<file path="src/rtl/mem_port_arbiter.sv">
// ============================================================================
// Module      : mem_port_arbiter
// Description : Shares one single-port synchronous memory between instruction
//               fetch and load/store, one access at a time, with an IF
//               anti-starvation limit on LS priority.
// Revision    : 1.0 - initial release
// ============================================================================
`default_nettype none

module mem_port_arbiter #(
    parameter int ADDR_WIDTH   = 32,
    parameter int DATA_WIDTH   = 32,
    parameter int MEM_LATENCY  = 1,
    parameter int STARVE_LIMIT = 4
) (
    input  logic                    clock,
    input  logic                    reset,
    input  logic                    if_req,
    input  logic [ADDR_WIDTH-1:0]   if_addr,
    output logic                    if_ready,
    output logic [DATA_WIDTH-1:0]   if_rdata,
    input  logic                    ls_req,
    input  logic                    ls_we,
    input  logic [DATA_WIDTH/8-1:0] ls_be,
    input  logic [ADDR_WIDTH-1:0]   ls_addr,
    input  logic [DATA_WIDTH-1:0]   ls_wdata,
    output logic                    ls_ready,
    output logic [DATA_WIDTH-1:0]   ls_rdata,
    output logic                    mem_en,
    output logic [DATA_WIDTH/8-1:0] mem_we,
    output logic [ADDR_WIDTH-1:0]   mem_addr,
    output logic [DATA_WIDTH-1:0]   mem_wdata,
    input  logic [DATA_WIDTH-1:0]   mem_rdata
);

    localparam int c_LAT_W = $clog2(MEM_LATENCY + 1);
    localparam int c_STV_W = $clog2(STARVE_LIMIT + 1);
    localparam logic [c_LAT_W-1:0] c_LAT_LOAD = c_LAT_W'(MEM_LATENCY);
    localparam logic [c_STV_W-1:0] c_STV_MAX  = c_STV_W'(STARVE_LIMIT);

    typedef enum logic [0:0] {
        S_IDLE = 1'b0,
        S_WAIT = 1'b1
    } state_t;

    state_t               r_state,      w_state_nxt;
    logic                 r_owner_ls,   w_owner_nxt;
    logic [c_LAT_W-1:0]   r_lat_cnt,    w_lat_nxt;
    logic [c_STV_W-1:0]   r_starve_cnt, w_starve_nxt;

    logic w_any_req;
    logic w_grant_ls;
    logic w_done;

    assign w_any_req  = if_req | ls_req;
    assign w_grant_ls = ls_req & ~(if_req & (r_starve_cnt == c_STV_MAX));
    assign w_done     = (r_lat_cnt == c_LAT_W'(1));

    always_ff @(posedge clock) begin
        if (reset) begin
            r_state      <= S_IDLE;
            r_owner_ls   <= 1'b0;
            r_lat_cnt    <= '0;
            r_starve_cnt <= '0;
        end else begin
            r_state      <= w_state_nxt;
            r_owner_ls   <= w_owner_nxt;
            r_lat_cnt    <= w_lat_nxt;
            r_starve_cnt <= w_starve_nxt;
        end
    end

    always_comb begin
        w_state_nxt  = r_state;
        w_owner_nxt  = r_owner_ls;
        w_lat_nxt    = r_lat_cnt;
        w_starve_nxt = r_starve_cnt;
        mem_en       = 1'b0;
        mem_we       = '0;
        mem_addr     = '0;
        mem_wdata    = '0;
        if_ready     = 1'b0;
        if_rdata     = '0;
        ls_ready     = 1'b0;
        ls_rdata     = '0;

        // Outputs are gated by reset so an access in flight is dropped silently.
        if (!reset) begin
            case (r_state)
                S_IDLE: begin
                    if (w_any_req) begin
                        mem_en      = 1'b1;
                        w_owner_nxt = w_grant_ls;
                        w_lat_nxt   = c_LAT_LOAD;
                        w_state_nxt = S_WAIT;
                        if (w_grant_ls) begin
                            mem_addr  = ls_addr;
                            mem_wdata = ls_wdata;
                            if (ls_we) begin
                                mem_we = ls_be;
                            end
                            // LS can only beat a waiting IF below the limit, so no overflow.
                            w_starve_nxt = if_req ? r_starve_cnt + c_STV_W'(1) : '0;
                        end else begin
                            mem_addr     = if_addr;
                            w_starve_nxt = '0;
                        end
                    end else begin
                        w_starve_nxt = '0;
                    end
                end
                S_WAIT: begin
                    w_lat_nxt = r_lat_cnt - c_LAT_W'(1);
                    if (w_done) begin
                        w_state_nxt = S_IDLE;
                        if (r_owner_ls) begin
                            ls_ready = 1'b1;
                            ls_rdata = mem_rdata;
                        end else begin
                            if_ready = 1'b1;
                            if_rdata = mem_rdata;
                        end
                    end
                end
                default: w_state_nxt = S_IDLE;
            endcase
        end
    end

endmodule

`default_nettype wire

</file>
<file path="config.mk">
export PLATFORM = sky130hd
export DESIGN_NAME = mem_port_arbiter
export DESIGN_NICKNAME = d
export VERILOG_FILES = /design/src/rtl/mem_port_arbiter.sv
export SDC_FILE = /design/constraint.sdc
export NUM_CORES = 1
export LEC_CHECK = 0
export BUFFER_PORTS_ARGS = -buffer_cell sky130_fd_sc_hd__buf_2
export CAP_MARGIN = 20
export CORE_AREA = 2 2 104 106
export DETAILED_ROUTE_END_ITERATION = 16
export DIE_AREA = 0 0 106 108
export SLEW_MARGIN = 20
export SYNTH_ARGS = -nofsm -noshare
export SYNTH_HDL_FRONTEND = slang
export SYNTH_SLANG_ARGS = --single-unit
</file>
<file path="constraint.sdc">
create_clock -name clock -period 3.9 [get_ports clock]
set_clock_uncertainty 0.05 [all_clocks]
set_input_delay 0.39 -clock clock [delete_from_list [all_inputs] [get_ports clock]]
set_output_delay 0.39 -clock clock [all_outputs]
set_load 0.02 [all_outputs]
</file>
* Yosys cells after proc, flatten, opt, wreduce, memory -nomap -nowiden
Index checks and enable logic that the tools add are counted.
** Word-level totals
- Register bits :: 6
- Input bits :: 137
- Output and inout port bits :: 135
- Word-level logic and storage cells :: 53
** Cells by class
- Add/subtract/negate cells :: 2
- Eq/ne operators :: 2
- Multiplexer cells :: 39
- Bitwise logic cells :: 5
- Reductions and logical operators :: 1
** Operators by type and width (number)
- 32-bit two-way mux :: 16
- 4-bit two-way mux :: 5
- 1-bit two-way mux :: 13
- 3-bit two-way mux :: 3
- 1-bit case mux with 2 select lines :: 2
- 3-bit by 1-bit adder with 3-bit output (second input constant) :: 1
- 3-bit equality test (second input constant) :: 1
- 1-bit AND :: 2
- 2-bit != test (second input constant) :: 1
- 1-bit NOT :: 2
- 2-bit AND reduction :: 1
- 1-bit bitwise OR :: 1
- 1-bit subtractor (second input constant) :: 1

* Depth between registers and ports, before layout
- Depth in word-level cells :: 8
- Depth in mapped cells :: 7
- Depth with buffers taken out :: 5

* Worst setup path after synthesis
No wires, ideal clock.
- Path type :: flip-flop to output port
- Start :: reg r_starve_cnt[0]
- End :: out mem_addr[10]
- Data arrival time :: 1.657 ns
- Data required time :: 3.460 ns
- Slack :: 1.803 ns
- Stages on the path, launching flop included :: 7
- Path buffers :: 1
- Path through :: dfxtp_1 > inv_1 > ha_1 > nand3_1 > clkbuf_1 > nand3_1 > a21boi_0
** Between the ends
- Cells in the longest elaborated chain, start to end :: 8
** RTL lines
- start, declared :: RTL line 49 : logic [c_STV_W-1:0] r_starve_cnt, w_starve_nxt;
- start signal, assigned :: RTL line 69 : r_starve_cnt <= w_starve_nxt;
- 3-bit equality test :: RTL line 56 : assign w_grant_ls = ls_req & ~(if_req & (r_starve_cnt == c_STV_MAX));
- 1-bit AND :: RTL line 56
- 1-bit NOT :: RTL line 56
- 1-bit AND :: RTL line 56
- 32-bit two-way mux :: RTL line 96 : if (w_grant_ls) begin
- 32-bit two-way mux :: RTL line 91 : if (w_any_req) begin
- 32-bit two-way mux :: RTL line 89 : case (r_state)
- 32-bit two-way mux :: RTL line 88 : if (!reset) begin
- end, declared :: RTL line 31 : output logic [ADDR_WIDTH-1:0] mem_addr,
No other way between the ends.

* Worst setup path in the final report
- Start :: in ls_req
- End :: out mem_addr[24]
** Between the ends
- Cells in the longest elaborated chain, start to end :: 5
- Elaborated cells on any way between the ends :: 6
- Those cells by class :: 4 x mux; 2 x bitwise
** RTL lines
- start, declared :: RTL line 22 : input logic ls_req,
- 1-bit AND :: RTL line 56
- 32-bit two-way mux :: RTL line 96
- 32-bit two-way mux (*) :: RTL line 91
- 32-bit two-way mux (*) :: RTL line 89
- 32-bit two-way mux (*) :: RTL line 88
Every way passes the cells marked *; elsewhere a longest branch is shown, timed or not.

==> metrics <==
status=completed; clk sink count=6; Hold Vio Cnt, Final=0; Min Hold Slack=roughly 0.41 ns; Reg area=120 um^2; wire length of the first global-routing pass=~12000 um; Core Util, Final=a little under a third; Simple-Gate Fraction of Synth Area=~54%; Pre-Repair DR Iteration Count=4; met1 WL=3310 um; Num CTS Buffers=3; P_leak=0.00189 uW; DRT iter0 DRCs=about 150; Post-Route WL=8440 um; synth top area cells=and2_1 (36%), a21boi_0 (11%), nand3_1 (10%); Vias=2801; Core Area=10200 um^2; met3 routed WL=733 um; drt wl/cell=between 10 and 15 um; synth warn=0; initial antenna violation count=2; Critical Path RT=3.46 ns; area grow syn2layout=88.0%; CTS tree=yes; syn_area_per_cell=6.34 um^2; XOR/XNOR share of the synthesized area=0%; share of cells above drive strength 1=a little under three fifths; die height=108 um; CP max stage cell=nor2_2; area share of fa/ha/maj cells after synthesis=around 1.5%; Post-CTS Resized=0; Worst slew margin=30.7%; Synth area leader=and2_1; Hold Path Class=in -> reg; Clock Tree Root=clkbuf_8; Unique masters post-synth=33; clock tree buffer depth=2; Port Buffers=around 270; nets=648; FMAX=roughly 360 MHz; Crit path buffers/inverters=2; Initial Util=about 16%; final worst path period need=approximately 2.8 ns; vias per cell=between 4 and 5; GRT Residual Overflow=0; Critical Path AT=2.35 ns; post-synthesis sequential area ratio=7.29%; Synth Area in Compound Gates=between 20 and 30%; hold buffer count at CTS=0; DRT antenna net count=0; CP top delay family=simple AND/OR/NAND/NOR gates; Fill cells=roughly 1100; die area=11400 um^2; # DRC=0; post-synth net total=about 400; DPL Wire Length=around 7100 um; total global-route track usage=around an eighth; RSZ-0062 raised after global routing=false; Clock Latency Late Sink=around 0.22 ns; # IOs=roughly 270; Multi-input gate area=around 1400 um^2; Final Wtd Congestion=between 0.7 and 0.8; setup TNS=0 ns; CP dominant cell by count=buf_2; cells along the critical path=buf_2 > o21bai_1 > nor2_2 > a21boi_0 > buf_2; H-Tree Depth=1; WS Path Type=in -> out; Mapped Area=1650 um^2; post-synthesis mux area share=0%; top cell type's share of synthesized area=between 30 and 40%; Mapped Cells=260; final setup fails=0; peak supply drop=between 0.07 and 0.08 mV; Top Metal Used=met4; Max-Cap Viols=0; largest net degree at the start of global routing=39; Slew Limit Fails=0; Met2 Wirelength=roughly 4300 um; Synth Register Bits=6; vias in the first global route=2494; Reg clk slew, reported paths=0.04 ns; num rows=37; Startpoint Class=primary input; largest family of logic cells by synthesized area=simple AND/OR/NAND/NOR gates; CP max FO=38; CP max stage delay=about 0.8 ns; Cell Pwr Density=133 nW/um^2; Worst-Margin Slew=between 1 and 1.5 ns; worst slack, placed=about 1.1 ns; fin crit share=a little under three quarters; post-CTS setup buffer count=0; setup ws final=roughly 1.1 ns; Crit. End Element=output pin; die extent in x=106 um
[final timing paths]
path	start	to	slack, ns	depth (start not counted)
worst min-delay path	reset	r_starve_cnt[2]	0.41	2
worst min register to register	r_owner_ls	r_owner_ls	0.44	1
worst max-delay path	ls_req	mem_addr[24]	1.11	5
worst max register to register	r_starve_cnt[0]	r_starve_cnt[1]	2.14	6
[layout by cell type, fill, tap and decap left out, types with 2 or more instances in the layout]
| cell type | netlist | layout |
|---|---|---|
| buf_2 | 10 | 271 |
| diode_2 | 0 | 2 |
| nand3_1 | 33 | 32 |
| a211oi_1 | 2 | 2 |
| a21boi_0 | 25 | 25 |
| and3_1 | 5 | 5 |
| a21boi_1 | 7 | 7 |
| o21ai_0 | 33 | 33 |
| clkbuf_8 | 0 | 3 |
| and2_1 | 96 | 96 |
| ha_1 | 2 | 2 |
| inv_1 | 4 | 4 |
| dfxtp_1 | 6 | 6 |
| nor2_1 | 2 | 2 |
[per-layer routing]
layer | vias up | track usage (%)
met5 | - | 0
met4 | 0 | 4.61
met3 | 10 | 3.07
met2 | 155 | 23.6
met1 | 1263 | 15.4
li1 | 1373 | -
[registers in the layout, summed over array words and instances, names as in the netlist]
signal,count
r_state,1
r_lat_cnt,1
r_owner_ls,1
r_starve_cnt,3
[area by class of cell]
cell class / count / share of cell area [%]
clock buffers: 3 / 1.33
diodes: 2 / 0.162
well taps: 136 / 5.49
inverters: 4 / 0.485
flip-flops and latches: 6 / 3.88
repair buffers: 272 / 44.0
multi-input cells: 222 / 44.6
[stage by stage]
stage               total power [uW]  cells  instance area, um^2
floorplan                        202    260                 1650
finish                           412    645                 3100
global route                     440    645                 3100
global placement                 313    640                 3050
CTS                              416    643                 3090
detailed placement               318    640                 3050
[worst reg2reg max path: cells and delay by family (launching register included)]
family | cells | cell delay [ns]
simple gates | 2 | 0.50
flops | 1 | 0.33
buf+inv | 2 | 0.29
compound gates | 1 | 0.28
fa+ha+maj | 1 | 0.21
[synth_stat cells, drive strengths merged]
cell type and instances:
a211oi 2, a21boi 32, a21oi 1, a31o 1, a32o 1, a32oi 1
and2 96, and3 6, and3b 1, buf 15, clkbuf 13, dfxtp 6
ha 2, inv 4, nand2 1, nand2b 1, nand3 33, nor2 3
nor2b 1, nor3 2, nor3b 1, nor4bb 1, o21ai 33, o21bai 1
or2 1, or3 1
[cell families after synthesis]
kind of cell	count (synthesis)
adders and majority gates	2
DFF	6
and+or+nand+nor	148
buffers and inverters	32
AOI/OAI and AO/OA	72
[where the power goes]
group          internal (uW)  switching, uW  leakage (uW)  total [uW]
combinational            111            136       0.00181         247
clock                   66.5           28.5     0.0000216        95.0
sequential              65.2           4.42     0.0000494        69.6
total                    243            169       0.00189         412
Power figures use the tool's default switching activity.
